==> config.mk <==
export PLATFORM = sky130hd
export DESIGN_NAME = lcd_bus_scheduler
export DESIGN_NICKNAME = d
export VERILOG_FILES = /design/src/rtl/lcd_bus_scheduler.sv
export SDC_FILE = /design/constraint.sdc
export NUM_CORES = 1
export LEC_CHECK = 0
export BUFFER_PORTS_ARGS = -buffer_cell sky130_fd_sc_hd__buf_2
export CAP_MARGIN = 20
export CORE_ASPECT_RATIO = 2
export CORE_MARGIN = 4
export CORE_UTILIZATION = 57
export DETAILED_ROUTE_END_ITERATION = 7
export PLACE_DENSITY = 0.86
export SYNTH_ARGS = -nofsm -noshare
export SYNTH_HDL_FRONTEND = slang
export SYNTH_SLANG_ARGS = --single-unit
==> constraint.sdc <==
create_clock -name clk -period 2.6 [get_ports clk]
set_input_delay 0.13 -clock clk [delete_from_list [all_inputs] [get_ports clk]]
set_output_delay 0.13 -clock clk [all_outputs]
set_load 0.05 [all_outputs]
==> src/rtl/lcd_bus_scheduler.sv <==
// lcd_bus_scheduler
//
// Serialises byte writes from two requester engines onto the shared LCD1602
// 8-bit write bus. Requests are granted round-robin. Each granted byte gets
// a complete RS/RW/E/DATA write cycle: setup, enable-high, hold, then an
// execution wait that is long for Clear Display / Return Home and short
// for every other write.
//
// Ports:
//   clk              system clock
//   reset            asynchronous, active-low reset
//   req0/rs0/data0   requester 0 (init/CGRAM engine): request, RS, byte
//   ack0             one-cycle pulse when requester 0's byte is accepted
//   req1/rs1/data1   requester 1 (text/display engine): request, RS, byte
//   ack1             one-cycle pulse when requester 1's byte is accepted
//   busy             high whenever the scheduler is not idle
//   lcd_rs           LCD register select
//   lcd_rw           LCD read/write, always 0 (write-only bus)
//   lcd_enable       LCD enable strobe
//   lcd_data         LCD DB7..DB0
//
// Every timing parameter must be at least 1.
module lcd_bus_scheduler #(
  parameter int T_POWERUP    = 2500000,
  parameter int T_SETUP      = 2,
  parameter int T_EN         = 25,
  parameter int T_HOLD       = 2,
  parameter int T_WAIT_SHORT = 2500,
  parameter int T_WAIT_LONG  = 100000
) (
  input  logic       clk,
  input  logic       reset,
  input  logic       req0,
  input  logic       rs0,
  input  logic [7:0] data0,
  output logic       ack0,
  input  logic       req1,
  input  logic       rs1,
  input  logic [7:0] data1,
  output logic       ack1,
  output logic       busy,
  output logic       lcd_rs,
  output logic       lcd_rw,
  output logic       lcd_enable,
  output logic [7:0] lcd_data
);

  // One shared counter covers every timed state, so it is sized by the
  // largest duration.
  localparam int MAX_A = (T_POWERUP > T_WAIT_LONG) ? T_POWERUP : T_WAIT_LONG;
  localparam int MAX_B = (T_SETUP > T_EN) ? T_SETUP : T_EN;
  localparam int MAX_C = (T_HOLD > T_WAIT_SHORT) ? T_HOLD : T_WAIT_SHORT;
  localparam int MAX_D = (MAX_A > MAX_B) ? MAX_A : MAX_B;
  localparam int MAX_T = (MAX_C > MAX_D) ? MAX_C : MAX_D;
  localparam int CNT_W = $clog2(MAX_T) + 1;

  localparam logic [2:0] ST_POWERUP = 3'd0;
  localparam logic [2:0] ST_IDLE    = 3'd1;
  localparam logic [2:0] ST_SETUP   = 3'd2;
  localparam logic [2:0] ST_EN      = 3'd3;
  localparam logic [2:0] ST_HOLD    = 3'd4;
  localparam logic [2:0] ST_WAIT    = 3'd5;

  logic [2:0]       state_reg;
  logic [2:0]       state_next;
  logic [CNT_W-1:0] counter_reg;
  logic [CNT_W-1:0] counter_next;
  logic             last_grant_reg;

  logic [CNT_W-1:0] last_count;
  logic [2:0]       timed_next;
  logic             long_wait;
  logic             any_req;
  logic             grant_valid;
  logic             grant_port;
  logic [1:0]       ack_next;
  logic             rs_sel;
  logic [7:0]       data_sel;

  // Clear Display (0x01) and Return Home (0x02/0x03) are the only slow
  // instructions. The latched byte is stable for the whole write, so it can
  // be decoded directly while in WAIT.
  assign long_wait = !lcd_rs && ((lcd_data == 8'h01) || (lcd_data == 8'h02) ||
                                 (lcd_data == 8'h03));

  // Round-robin: on contention the port that did not win last time wins.
  assign any_req    = req0 | req1;
  assign grant_port = (req0 & req1) ? ~last_grant_reg : req1;
  assign rs_sel     = grant_port ? rs1 : rs0;
  assign data_sel   = grant_port ? data1 : data0;

  // Per-port acknowledge: only the granted port sees its pulse.
  generate
    for (genvar gi = 0; gi < 2; gi++) begin : g_ack
      assign ack_next[gi] = grant_valid && (grant_port == 1'(gi));
    end
  endgenerate

  // Terminal count and successor for each timed state.
  always_comb begin
    last_count = '0;
    timed_next = ST_IDLE;
    case (state_reg)
      ST_POWERUP: begin
        last_count = CNT_W'(T_POWERUP - 1);
        timed_next = ST_IDLE;
      end
      ST_SETUP: begin
        last_count = CNT_W'(T_SETUP - 1);
        timed_next = ST_EN;
      end
      ST_EN: begin
        last_count = CNT_W'(T_EN - 1);
        timed_next = ST_HOLD;
      end
      ST_HOLD: begin
        last_count = CNT_W'(T_HOLD - 1);
        timed_next = ST_WAIT;
      end
      ST_WAIT: begin
        last_count = long_wait ? CNT_W'(T_WAIT_LONG - 1) : CNT_W'(T_WAIT_SHORT - 1);
        timed_next = ST_IDLE;
      end
      default: begin
        last_count = '0;
        timed_next = ST_IDLE;
      end
    endcase
  end

  always_comb begin
    state_next   = state_reg;
    counter_next = counter_reg;
    grant_valid  = 1'b0;
    case (state_reg)
      ST_IDLE: begin
        // Requests are only looked at here; outside IDLE they simply wait.
        if (any_req) begin
          grant_valid  = 1'b1;
          state_next   = ST_SETUP;
          counter_next = '0;
        end
      end
      ST_POWERUP, ST_SETUP, ST_EN, ST_HOLD, ST_WAIT: begin
        if (counter_reg == last_count) begin
          state_next   = timed_next;
          counter_next = '0;
        end else begin
          counter_next = counter_reg + CNT_W'(1);
        end
      end
      default: begin
        state_next   = ST_POWERUP;
        counter_next = '0;
      end
    endcase
  end

  // Outputs are registered from the next-state value so E and busy line up
  // exactly with the state they describe.
  always_ff @(posedge clk or negedge reset) begin
    if (!reset) begin
      state_reg      <= ST_POWERUP;
      counter_reg    <= '0;
      last_grant_reg <= 1'b1;
      ack0           <= 1'b0;
      ack1           <= 1'b0;
      busy           <= 1'b1;
      lcd_rs         <= 1'b0;
      lcd_rw         <= 1'b0;
      lcd_enable     <= 1'b0;
      lcd_data       <= 8'h00;
    end else begin
      state_reg   <= state_next;
      counter_reg <= counter_next;
      ack0        <= ack_next[0];
      ack1        <= ack_next[1];
      busy        <= (state_next != ST_IDLE);
      lcd_rw      <= 1'b0;
      lcd_enable  <= (state_next == ST_EN);
      if (grant_valid) begin
        last_grant_reg <= grant_port;
        lcd_rs         <= rs_sel;
        lcd_data       <= data_sel;
      end
    end
  end

endmodule

# [After elaboration in Yosys (flattened, before gate mapping)]
# Cells that the tools add are included.
[classes] n_eq_ne=12 n_bitwise=4 n_mux=14 addsub=1 n_reduce_logical=9
[op_table] cell="$pmux 22 s4" count=1
[op_table] cell="$mux 23" count=2
[op_table] cell="$pmux 23 s2" count=1
[op_table] cell="$add 23x1->23 const B" count=1
[op_table] cell="$eq 23x23->1" count=1
[op_table] cell="$mux 17" count=1
[op_table] cell="$eq 8x2->1 const B" count=2
[op_table] cell="$eq 3x2->1 const B" count=3
[op_table] cell="$pmux 3 s3" count=1
[op_table] cell="$eq 8x1->1 const B" count=1
[op_table] cell="$mux 8" count=1
[op_table] cell="$eq 3x3->1 const B" count=2
[op_table] cell="$mux 3" count=2
[op_table] cell="$pmux 3 s2" count=1
[op_table] cell="$reduce_or 5->1" count=1
[op_table] cell="$mux 1" count=4
[op_table] cell="$eq 3x1->1 const B" count=1
[op_table] cell="$logic_and 1x1->1" count=3
[op_table] cell="$logic_not 3->1" count=1
[op_table] cell="$ne 3x1->1 const B" count=1
[op_table] cell="$logic_or 1x1->1" count=2
[op_table] cell="$ne 2x2->1 const B" count=1
[op_table] cell="$not 1->1" count=2
[op_table] cell="$reduce_or 2->1" count=1
[op_table] cell="3 further kinds" count=3
[totals] output_inout_bits=14 register_bits=40 wordCells=49 in_bits=22

# [Depth between registers and ports, before layout]
# Gate-level depths: netlist (run 1).
[logic_depth] word_depth=10 depth_mapped=10 mapped_depth_nobuf=8

# [Worst setup path after synthesis (run 1)]
# OpenSTA, ideal clock, no wires.
[synth_timing] kind="register to register" from="reg lcd_data[3]" to="reg counter_reg[1]" period_less_slack_ps=2506 path_stages_with_launch=8 t_required_ps=2478 t_arrival_ps=2384 path_slack_ps=94 setup_time_ps=122 path_cell_list="dfrtp_1 or4_4 or3_1 o211ai_2 o31a_2 nand3_2 buf_6 a32o_1"
[synth_via] elab_chain_len=9 word_cells_on_any_way=11 classes_between="4 x eq/ne; 4 x mux; 3 x reduce/logical"
[synth_rtl] element="start, declared" line="45" rtl="output logic [7:0] lcd_data"
[synth_rtl] element="start signal, assigned" line="184" rtl="lcd_data <= data_sel;"
[synth_rtl] element="$eq 8x1->1 / $eq 8x2->1 (equally long branches)" line="83" rtl="assign long_wait = !lcd_rs && ((lcd_data == 8'h01) || (lcd_data == 8'h02) ||"
[synth_rtl] element="$logic_or 1x1->1" line="83"
[synth_rtl] element="$logic_or 1x1->1 *" line="83"
[synth_rtl] element="$logic_and 1x1->1 *" line="83"
[synth_rtl] element="$mux 17 *" line="121" rtl="last_count = long_wait ? CNT_W'(T_WAIT_LONG - 1) : CNT_W'(T_WAIT_SHORT - 1);"
[synth_rtl] element="$pmux 22 s4 *" line="103" rtl="case (state_reg)"
[synth_rtl] element="$eq 23x23->1 *" line="145" rtl="if (counter_reg == last_count) begin"
[synth_rtl] element="$mux 23 *" line="145"
[synth_rtl] element="$pmux 23 s2 *" line="135" rtl="case (state_reg)"
[synth_rtl] element="end signal, assigned" line="175" rtl="counter_reg <= counter_next;"
[synth_rtl] element="end, declared" line="66" rtl="logic [CNT_W-1:0] counter_reg;"
# Mark *: on every way between the ends. The rest lies on a longest branch, timed or not.
# A chain may end at the register's enable or synchronous reset.

# [Worst setup path in the final report (run 1)]
[layout_timing] from="reg lcd_data[3]" to="reg counter_reg[6]"
# Same word-level chain as after synthesis.

==> impl_metrics.ini, run 1 <==
[route]
vias = 2313
drt-initial-drc-count = 98
detail_route.wl_per_cell_um = 16.2
wirelength_mm = 5.99
drt-pass1-iter-count = 5
antenna_violating_nets_post_route = 0
routed_via_density = 6.25
route.detailed.drc = 0

[die]
ios = 36
fp-row-count = 33
core_mm2 = 0.00405
floorplan.initialDensity_pct = 58.7
horizontal_die_dimension_um = 53.6
die-area_mm2 = 0.00533
floorplan.die.height_um = 99.3

[logic_synthesis]
postSynthNetCount = 300
synthDominantAreaCellType = dfrtp_1
synth.cell_area_mm2 = 0.00237
synth_top_flop_cell = dfrtp_1
netlist_top_cells_area = dfrtp_1 40%, nand2_1 7.7%, nand3_1 4.2%
avgSynthCellArea_um2 = 8.57
synth_top_area_share_pct = 40.0
synth.yosys.warnings = 0
ys_seq_area_share_pct = 42.3
ys_seq_elements = 40
synth_common_cells = 49 x nand2_1, 38 x dfrtp_1, 20 x nand3_1
synth_cells = 277
synth_enable_flop_cells = 0
yosysMostFrequentCell = nand2_1
synth_cell_types = 57
asyncSetResetFlopFracSynth_pct = 100

[worst_setup_path]
rrSetupSlack_ns = 0.1
crit_arrival_ns = 2.67
cp_cell_sequence = or4_4 > or3_1 > o211ai_2 > o31a_2 > nand3_2 > buf_4 > a31oi_1 > o21ai_0
timing.critical_path.slowest_cell_delay_ns = 0.58
worstSetupPathType = flop to flop
worst_setup_path_end_kind = flop
cp-start-kind = flop
worst_r2r_path_depth = 8
timing.critical_path.required_ns = 2.77
timing.critical_path.fanout_max = 10
critical_path.slowest_cell = or4_4

[pwr]
power.density_cell_area_mw_per_mm2 = 867
irDropWorstVdd_mv = 0.779
total_leakage_power_nw = 1.21

[clock_tree]
tritoncts = built
htree_levels = 2
post-cts-setup-buffers = 0
numClockSinks = 40
cts_buffer_depth = 2
cts.root.buffer_cell = clkbuf_8
clk_pin_slew_ns = 0.08
cts_buffers = 5
clk_latency_ns = 0.29

[timing]
clock_skew_ns = 0.00863
max-slew-margin-rel_pct = 42.0
setup_repair_after_global_routing_missed_its_margin = no
period_share_pct = 96.2
timing.final.hold_violations = 0
fin_tns_setup_ns = 0
worst_pin_slew_ns = 0.870
finalMaxSlewViolations = 0
fmax_mhz = 400
setup_viol = 0
fin_worst_hold_slack_ns = 0.0599
finalWorstPathRequiredPeriod_ns = 2.50

[global_route]
gr-total-overflow = 0
number_of_global_route_vias_before_repair = 2223
grt_max_degree = 41
total_routing_resource_utilization_after_global_routing_pct = 24.7
initial_antenna_violation_count = 0
global_route_wire_length_before_repair_mm = 9.93

[placement]
post_dp_cell_area_mm2 = 0.00264
place_inst = 361
globalplace.congestion = 0.876
dp_hpwl_mm = 4.42
count_of_input_and_output_buffers = 34

[run]
max-cap-violations = 0

[final_layout]
design_area_mm2 = 0.00277
largest_register_ff_count = 23
nNetsFinal = 340
final_layout_size_suffix_gt1_share_pct = 23.3
final.fill_count = 355
post_layout_nonfiller_instances = 370
syn2layout_area_growth_pct = 16.8
area_of_the_multi_input_gates_mm2 = 0.00130
insertedDiodeCount = 0
seqCellArea_mm2 = 0.00100

[min_path]
whs_path_depth = 3
hold_path.class = primary input to flop

[run_status]
outcome = completed
-- layer usage --
metal	vias up	GRT usage, %	share of wire, %
met3	25	3.45	4.7
li1	1092	-	-
met4	0	15.0	5.2
met2	94	43.0	54
met5	-	0	0
met1	1102	26.6	36
-- cell type report --
| cell class | instances | area share [%] |
|---|---|---|
| Sequential cell | 40 | 36.2 |
| Multi-Input combinational cell | 213 | 46.9 |
| Inverter | 8 | 1.08 |
| Timing Repair Buffer | 49 | 10.3 |
| Clock buffer | 8 | 3.25 |
| Tap cell | 52 | 2.35 |
-- report_power, final --
group	internal, mW	switching, mW
clock network	0.216	0.206
registers	0.826	0.258
logic	0.323	0.576
-- stage by stage --
stage / utilization, % / worst slack (ns) / total power [mW]
after floorplan: - / 0.0940 / 1.70
after global placement: 65.3 / 0.243 / 1.93
after detailed placement: 65.3 / 0.0609 / 1.96
after CTS: 67.7 / 0.0722 / 2.38
after global routing: 68.6 / 0.00610 / 2.56
final: 68.6 / 0.0980 / 2.41
-- worst max-delay path, delay by kind of cell, from the launching register on --
family,cells,cell delay [ns]
and+or+nand+nor,3,1.10
buffers and inverters,1,0.20
AOI/OAI and AO/OA,4,0.71
DFF,1,0.39
-- placed cells by master, fill, tap and decap left out, types with 8 or more instances in the layout --
cell type  netlist  layout
nand2_1         49      48
o21ai_0         12      12
or3_1            9       9
a31oi_1          8       8
nand3_1         20      20
buf_2            3      34
nor2_1          17      17
dfrtp_1         38      38
a22oi_1          9       9
buf_4            2      14
nand4_1         12      12
-- logic make-up after synthesis --
logic type / synth area share (%)
adders and majority gates: 1.37
xor gates and xnor gates: 2.95
DFF: 42.3
buffers and inverters: 4.58
muxes: 2.58
and+or+nand+nor: 30.1
other: 0.158
AOI/OAI and AO/OA: 16.0
-- worst paths after layout --
check	from	endpoint
worst min register to register	lcd_data[1]	lcd_data[1]
worst max register to register	lcd_data[3]	counter_reg[6]
worst max-delay path	lcd_data[3]	counter_reg[6]
min in group asynchronous	reset	counter_reg[8]
worst min-delay path	data1[0]	lcd_data[0]
max in group asynchronous	reset	lcd_data[1]
-- what timing repair did --
action	CTS	global route
gates resized for setup	0	7
endpoints found under the hold margin	38	0
hold buffers	1	0
endpoints found under the setup margin	0	20
(Power assumes the default switching activity.)
==> run 2: changes to the inputs <==
--- a/config.mk
+++ b/config.mk
@@ -9,9 +9,10 @@
 export CAP_MARGIN = 20
 export CORE_ASPECT_RATIO = 2
 export CORE_MARGIN = 4
-export CORE_UTILIZATION = 57
+export CORE_UTILIZATION = 59
+export CTS_BUF_LIST = sky130_fd_sc_hd__clkbuf_8
 export DETAILED_ROUTE_END_ITERATION = 7
-export PLACE_DENSITY = 0.86
+export PLACE_DENSITY = 0.88
 export SYNTH_ARGS = -nofsm -noshare
 export SYNTH_HDL_FRONTEND = slang
 export SYNTH_SLANG_ARGS = --single-unit
==> impl_metrics.ini, run 2 (synthesis gave the netlist of run 1 again) <==
[final_layout]
final_layout_size_suffix_gt1_share_pct = 22.6
nNetsFinal = 341
final_common_cell = nand2_1
design_area_mm2 = 0.00277
final.fill_count = 314
largest_register_ff_count = 23
insertedDiodeCount = 0
layout_common_cells = 49 x nand2_1, 38 x dfrtp_1, 34 x buf_2
syn2layout_area_growth_pct = 16.6

[worst_setup_path]
timing.critical_path.max_delay_family = simple AND/OR/NAND/NOR gates
cp-start-kind = flop
cp.buffers_inverters = 1
timing.critical_path.fanout_max = 15
timing.critical_path.slowest_cell_delay_ns = 0.56
worst_setup_path_end_kind = flop
timing.critical_path.required_ns = 2.77
cp_cell_sequence = or4_4 > or3_1 > o211ai_2 > o31a_2 > nand3_2 > buf_12 > a31oi_1 > mux2i_1
worstSetupPathType = flop to flop
crit_arrival_ns = 2.62
critical_path.slowest_cell = or4_4

[global_route]
grt_max_degree = 41
initial_antenna_violation_count = 0
number_of_global_route_vias_before_repair = 2337
global_route_wire_length_before_repair_mm = 10.6
gr-total-overflow = 0
total_routing_resource_utilization_after_global_routing_pct = 27.1

[die]
horizontal_die_dimension_um = 52.9
floorplan.die.height_um = 97.7
core_mm2 = 0.00388
floorplan.initialDensity_pct = 61.1
ios = 36
die-area_mm2 = 0.00517
fp-row-count = 32

[timing]
max-slew-margin-rel_pct = 43.2
setup_repair_after_global_routing_missed_its_margin = no
finalWorstPathRequiredPeriod_ns = 2.45
clock_skew_ns = 0.00802
fin_tns_setup_ns = 0
timing.final.hold_violations = 0
finalMaxSlewViolations = 0
period_share_pct = 94.3
fmax_mhz = 408
worst_pin_slew_ns = 0.853
setup_viol = 0

[placement]
post_dp_cell_area_mm2 = 0.00266
dp_hpwl_mm = 4.61
count_of_input_and_output_buffers = 34
globalplace.congestion = 0.904

[pwr]
internal-power_mw = 1.35
total_leakage_power_nw = 1.22
power_frac_clock_pct = 17.7
share_comb_of_total_power_pct = 37.0
switching_power_mw = 1.06
p_sw_share_pct = 43.8
power.density_cell_area_mw_per_mm2 = 870
final_total_pwr_mw = 2.41
irDropWorstVdd_mv = 0.811
p_seq_share_pct = 45.4

[clock_tree]
cts_buffers = 5
post-cts-setup-buffers = 0
numClockSinks = 40
htree_levels = 2
clk_latency_ns = 0.29
clk_pin_slew_ns = 0.08
cts_buffer_depth = 2
tritoncts = built
cts.root.buffer_cell = clkbuf_8

[min_path]
hold_path.class = primary input to flop

[route]
drt-initial-drc-count = 124
antenna_violating_nets_post_route = 0
route.detailed.drc = 0
drt-pass1-iter-count = 6
wirelength_mm = 6.34
routed_via_density = 6.36
detail_route.wl_per_cell_um = 17.1
vias = 2354

[run_status]
outcome = completed

[run]
max-cap-violations = 0
==> run 2: cell count changes in the layout (fill, tap and decap cells not counted) <==
cell,previous run,this run
clkbuf_1,2,0
nor3_1,4,6
a32oi_1,0,1
a32oi_2,1,0
buf_12,0,1
clkinvlp_4,0,1
inv_1,7,8
nand2_1,48,49
nand2_2,1,0
nor3_2,3,2
nor3_4,1,0
o311ai_0,0,1
o311ai_1,2,1
==> run 2: repair_timing <==
item / 4_1_cts / 5_1_grt
gates resized for setup: 0 / 1
hold endpoints to repair: 38 / 0
setup endpoints to repair: 0 / 1
hold buffers: 1 / 0
==> run 2: cell type report <==
cell class,count,area (um2),area share [%]
sequential,40,1000,36.2
multi-input combinational,213,1270,46.0
timing repair buffer,50,305,11.0
clock buffer,6,82.6,2.98
clock inverter,2,11.3,0.407
inverter,8,30.0,1.08
tap,51,63.8,2.30
==> run 2: worst min-delay path: stages <==
cell and delay, ns:
buf_2 0.07, a22oi_1 0.05, nand2_1 0.06
==> run 2: power by group through the flow <==
| stage | Combinational [mW] | Clock (mW) | Sequential, mW |
|---|---|---|---|
| 2_1_floorplan | 0.468 | 0 | 1.23 |
| 3_3_place_gp | 0.848 | 0 | 1.08 |
| 3_5_place_dp | 0.870 | 0 | 1.09 |
| 4_1_cts | 0.886 | 0.428 | 1.08 |
| 5_1_grt | 0.971 | 0.461 | 1.12 |
| 6_report | 0.891 | 0.425 | 1.09 |
==> run 2: path summary, 6_finish.rpt <==
path / startpoint / to / slack (ns) / cells after the start
min: data1[1] / lcd_data[1] / 0.06 / 3
max in group asynchronous: reset / counter_reg[14] / 1.58 / 2
max reg2reg: lcd_data[7] / counter_reg[9] / 0.15 / 8
min reg2reg: lcd_data[0] / lcd_data[0] / 0.49 / 2
max: lcd_data[7] / counter_reg[9] / 0.15 / 8
min in group asynchronous: reset / counter_reg[7] / 0.48 / 2
==> run 2: metal layers <==
metal  global-route usage (%)  up-vias  wire length (um)
li1                         -     1097                 -
met1                     29.1     1112              2160
met2                     47.1      115              3450
met3                     4.92       30               386
met4                     15.4        0               346
met5                        0        -                 0
==> run 2: through the flow <==
stage	hold WS (ns)	utilization (%)	instances	setup WS, ns
4_1_cts	0.0570	71.2	370	0.140
6_report	0.0580	71.3	370	0.148
3_3_place_gp	0.289	68.5	361	0.187
3_5_place_dp	0.296	68.5	361	0.184
2_1_floorplan	-0.166	-	277	0.0940
5_1_grt	0.0683	71.3	370	0.0109
==> run 3: changes to the inputs <==
==> constraint.sdc (replaced) <==
create_clock -name clk -period 2.69 [get_ports clk]
set_input_delay 0.1345 -clock clk [delete_from_list [all_inputs] [get_ports clk]]
set_output_delay 0.1345 -clock clk [all_outputs]
set_load 0.05 [all_outputs]
==> impl_metrics.ini, run 3 (synthesis gave the netlist of run 1 again) <==
[final_layout]
post_layout_nonfiller_instances = 367
insertedDiodeCount = 0
nNetsFinal = 338
largest_register_ff_count = 23
final_common_cell = nand2_1
final.fill_count = 321
area_of_the_multi_input_gates_mm2 = 0.00127
seqCellArea_mm2 = 0.00100
syn2layout_area_growth_pct = 14.8
layout_common_cells = 49 x nand2_1, 38 x dfrtp_1, 34 x buf_2
final_layout_size_suffix_gt1_share_pct = 21.8

[clock_tree]
cts_buffer_depth = 2
htree_levels = 2
tritoncts = built
clk_latency_ns = 0.30
cts.root.buffer_cell = clkbuf_8
cts_buffers = 5
numClockSinks = 40
clk_pin_slew_ns = 0.08

[timing]
fin_tns_setup_ns = 0
max-slew-margin-rel_pct = 41.0
setup_viol = 0
worst_pin_slew_ns = 0.884
finalWorstPathRequiredPeriod_ns = 2.51
timing.final.hold_violations = 0
period_share_pct = 93.3
fin_worst_hold_slack_ns = 0.0447
clock_skew_ns = 0.0118
setup_repair_after_global_routing_missed_its_margin = no
fmax_mhz = 398
finalMaxSlewViolations = 0

[placement]
count_of_input_and_output_buffers = 34
place_inst = 358
globalplace.congestion = 0.850
dp_hpwl_mm = 4.33

[global_route]
top_usage_layer = met2
groute.layer.met2.usage_pct = 41.1
global_route_wire_length_before_repair_mm = 9.78
total_routing_resource_utilization_after_global_routing_pct = 25.0
initial_antenna_violation_count = 0
gr-total-overflow = 0
gr-usage-met1_pct = 28.1
grt_max_degree = 41
number_of_global_route_vias_before_repair = 2158
use_met3_pct = 5.68

[die]
die-area_mm2 = 0.00517
floorplan.die.height_um = 97.7
ios = 36
floorplan.initialDensity_pct = 61.1
core_mm2 = 0.00388
fp-row-count = 32
horizontal_die_dimension_um = 52.9

[route]
vias = 2316
detail_route.wl_per_cell_um = 16.1
drt-initial-drc-count = 91
drt-pass1-iter-count = 5
routed_via_density = 6.31
wirelength_mm = 5.90
route.detailed.drc = 0
antenna_violating_nets_post_route = 0

[worst_setup_path]
worstSetupPathType = flop to flop
r2r_start = lcd_data[3]
crit_arrival_ns = 2.71
worst_setup_path_end_kind = flop
rrSetupSlack_ns = 0.18
cp-start-kind = flop
r2r_end = counter_reg[2]
timing.critical_path.fanout_max = 10
worst_r2r_path_depth = 8
timing.critical_path.required_ns = 2.89

[run_status]
outcome = completed

[pwr]
irDropWorstVdd_mv = 0.769
total_leakage_power_nw = 1.19
power.density_cell_area_mw_per_mm2 = 835

[min_path]
hp-start = data1[3]
whs_path_depth = 3
min_to = lcd_data[3]
hold_path.class = primary input to flop

[run]
max-cap-violations = 0
## run 3: cell count changes in the layout (fill, tap and decap cells not counted)
cell,change
buf_12,-1
clkinv_2,+1
clkbuf_8,-1
buf_4,-2
## run 3: timing repair
action                                  CTS  global route
hold buffers                              1             0
endpoints found under the hold margin    38             0
gates resized for setup                   0             1
setup buffers                             0             0
endpoints found under the setup margin    0            15
## run 3: critical path, cell delays in order (launching register included)
cell,delay [ns]
dfrtp_1,0.40
or4_4,0.57
nor3_2,0.30
mux2i_1,0.12
o31a_2,0.36
nand3_2,0.09
buf_4,0.18
nand2_1,0.14
o311ai_1,0.25
## run 3: worst max path at each step
stage                                 end  cells past startpoint   startpoint  slack (ns)
after floorplan            counter_reg[1]                      7  lcd_data[3]        0.18
after global placement     counter_reg[2]                      8  lcd_data[3]        0.29
after detailed placement   counter_reg[8]                      8  lcd_data[3]        0.21
after CTS                  counter_reg[8]                      8  lcd_data[3]        0.12
after global routing      counter_reg[11]                      8  lcd_data[3]        0.01
final                      counter_reg[2]                      8  lcd_data[3]        0.18
## run 3: final cells by class
type                       instances  area share (%)
clock buffer                       5            2.52
clock inverter                     3           0.597
inverter                           8            1.10
multi-input combinational        213            46.7
sequential                        40            36.8
tap                               51            2.34
timing repair buffer              47            9.91
## run 3: routing by layer
| layer | wire (um) | share of wire, % | vias to the layer above |
|---|---|---|---|
| li1 | - | - | 1087 |
| met4 | 274 | 4.6 | 0 |
| met5 | 0 | 0 | - |
| met2 | 3140 | 53 | 123 |
| met3 | 399 | 6.8 | 28 |
| met1 | 2080 | 35 | 1078 |
## run 3: power breakdown
part           internal (mW)  total [mW]  switching [mW]
Sequential             0.799        1.06           0.263
Clock                  0.177       0.389           0.212
Combinational          0.297       0.827           0.530
## run 3: through the flow
stage	setup slack (ns)	instance area, um2	utilization [%]	power [mW]
2_1_floorplan	0.184	2370	-	1.64
3_3_place_gp	0.293	2630	67.6	1.85
3_5_place_dp	0.208	2630	67.6	1.89
4_1_cts	0.121	2720	70.0	2.28
5_1_grt	0.00982	2730	70.2	2.42
6_report	0.180	2730	70.2	2.28
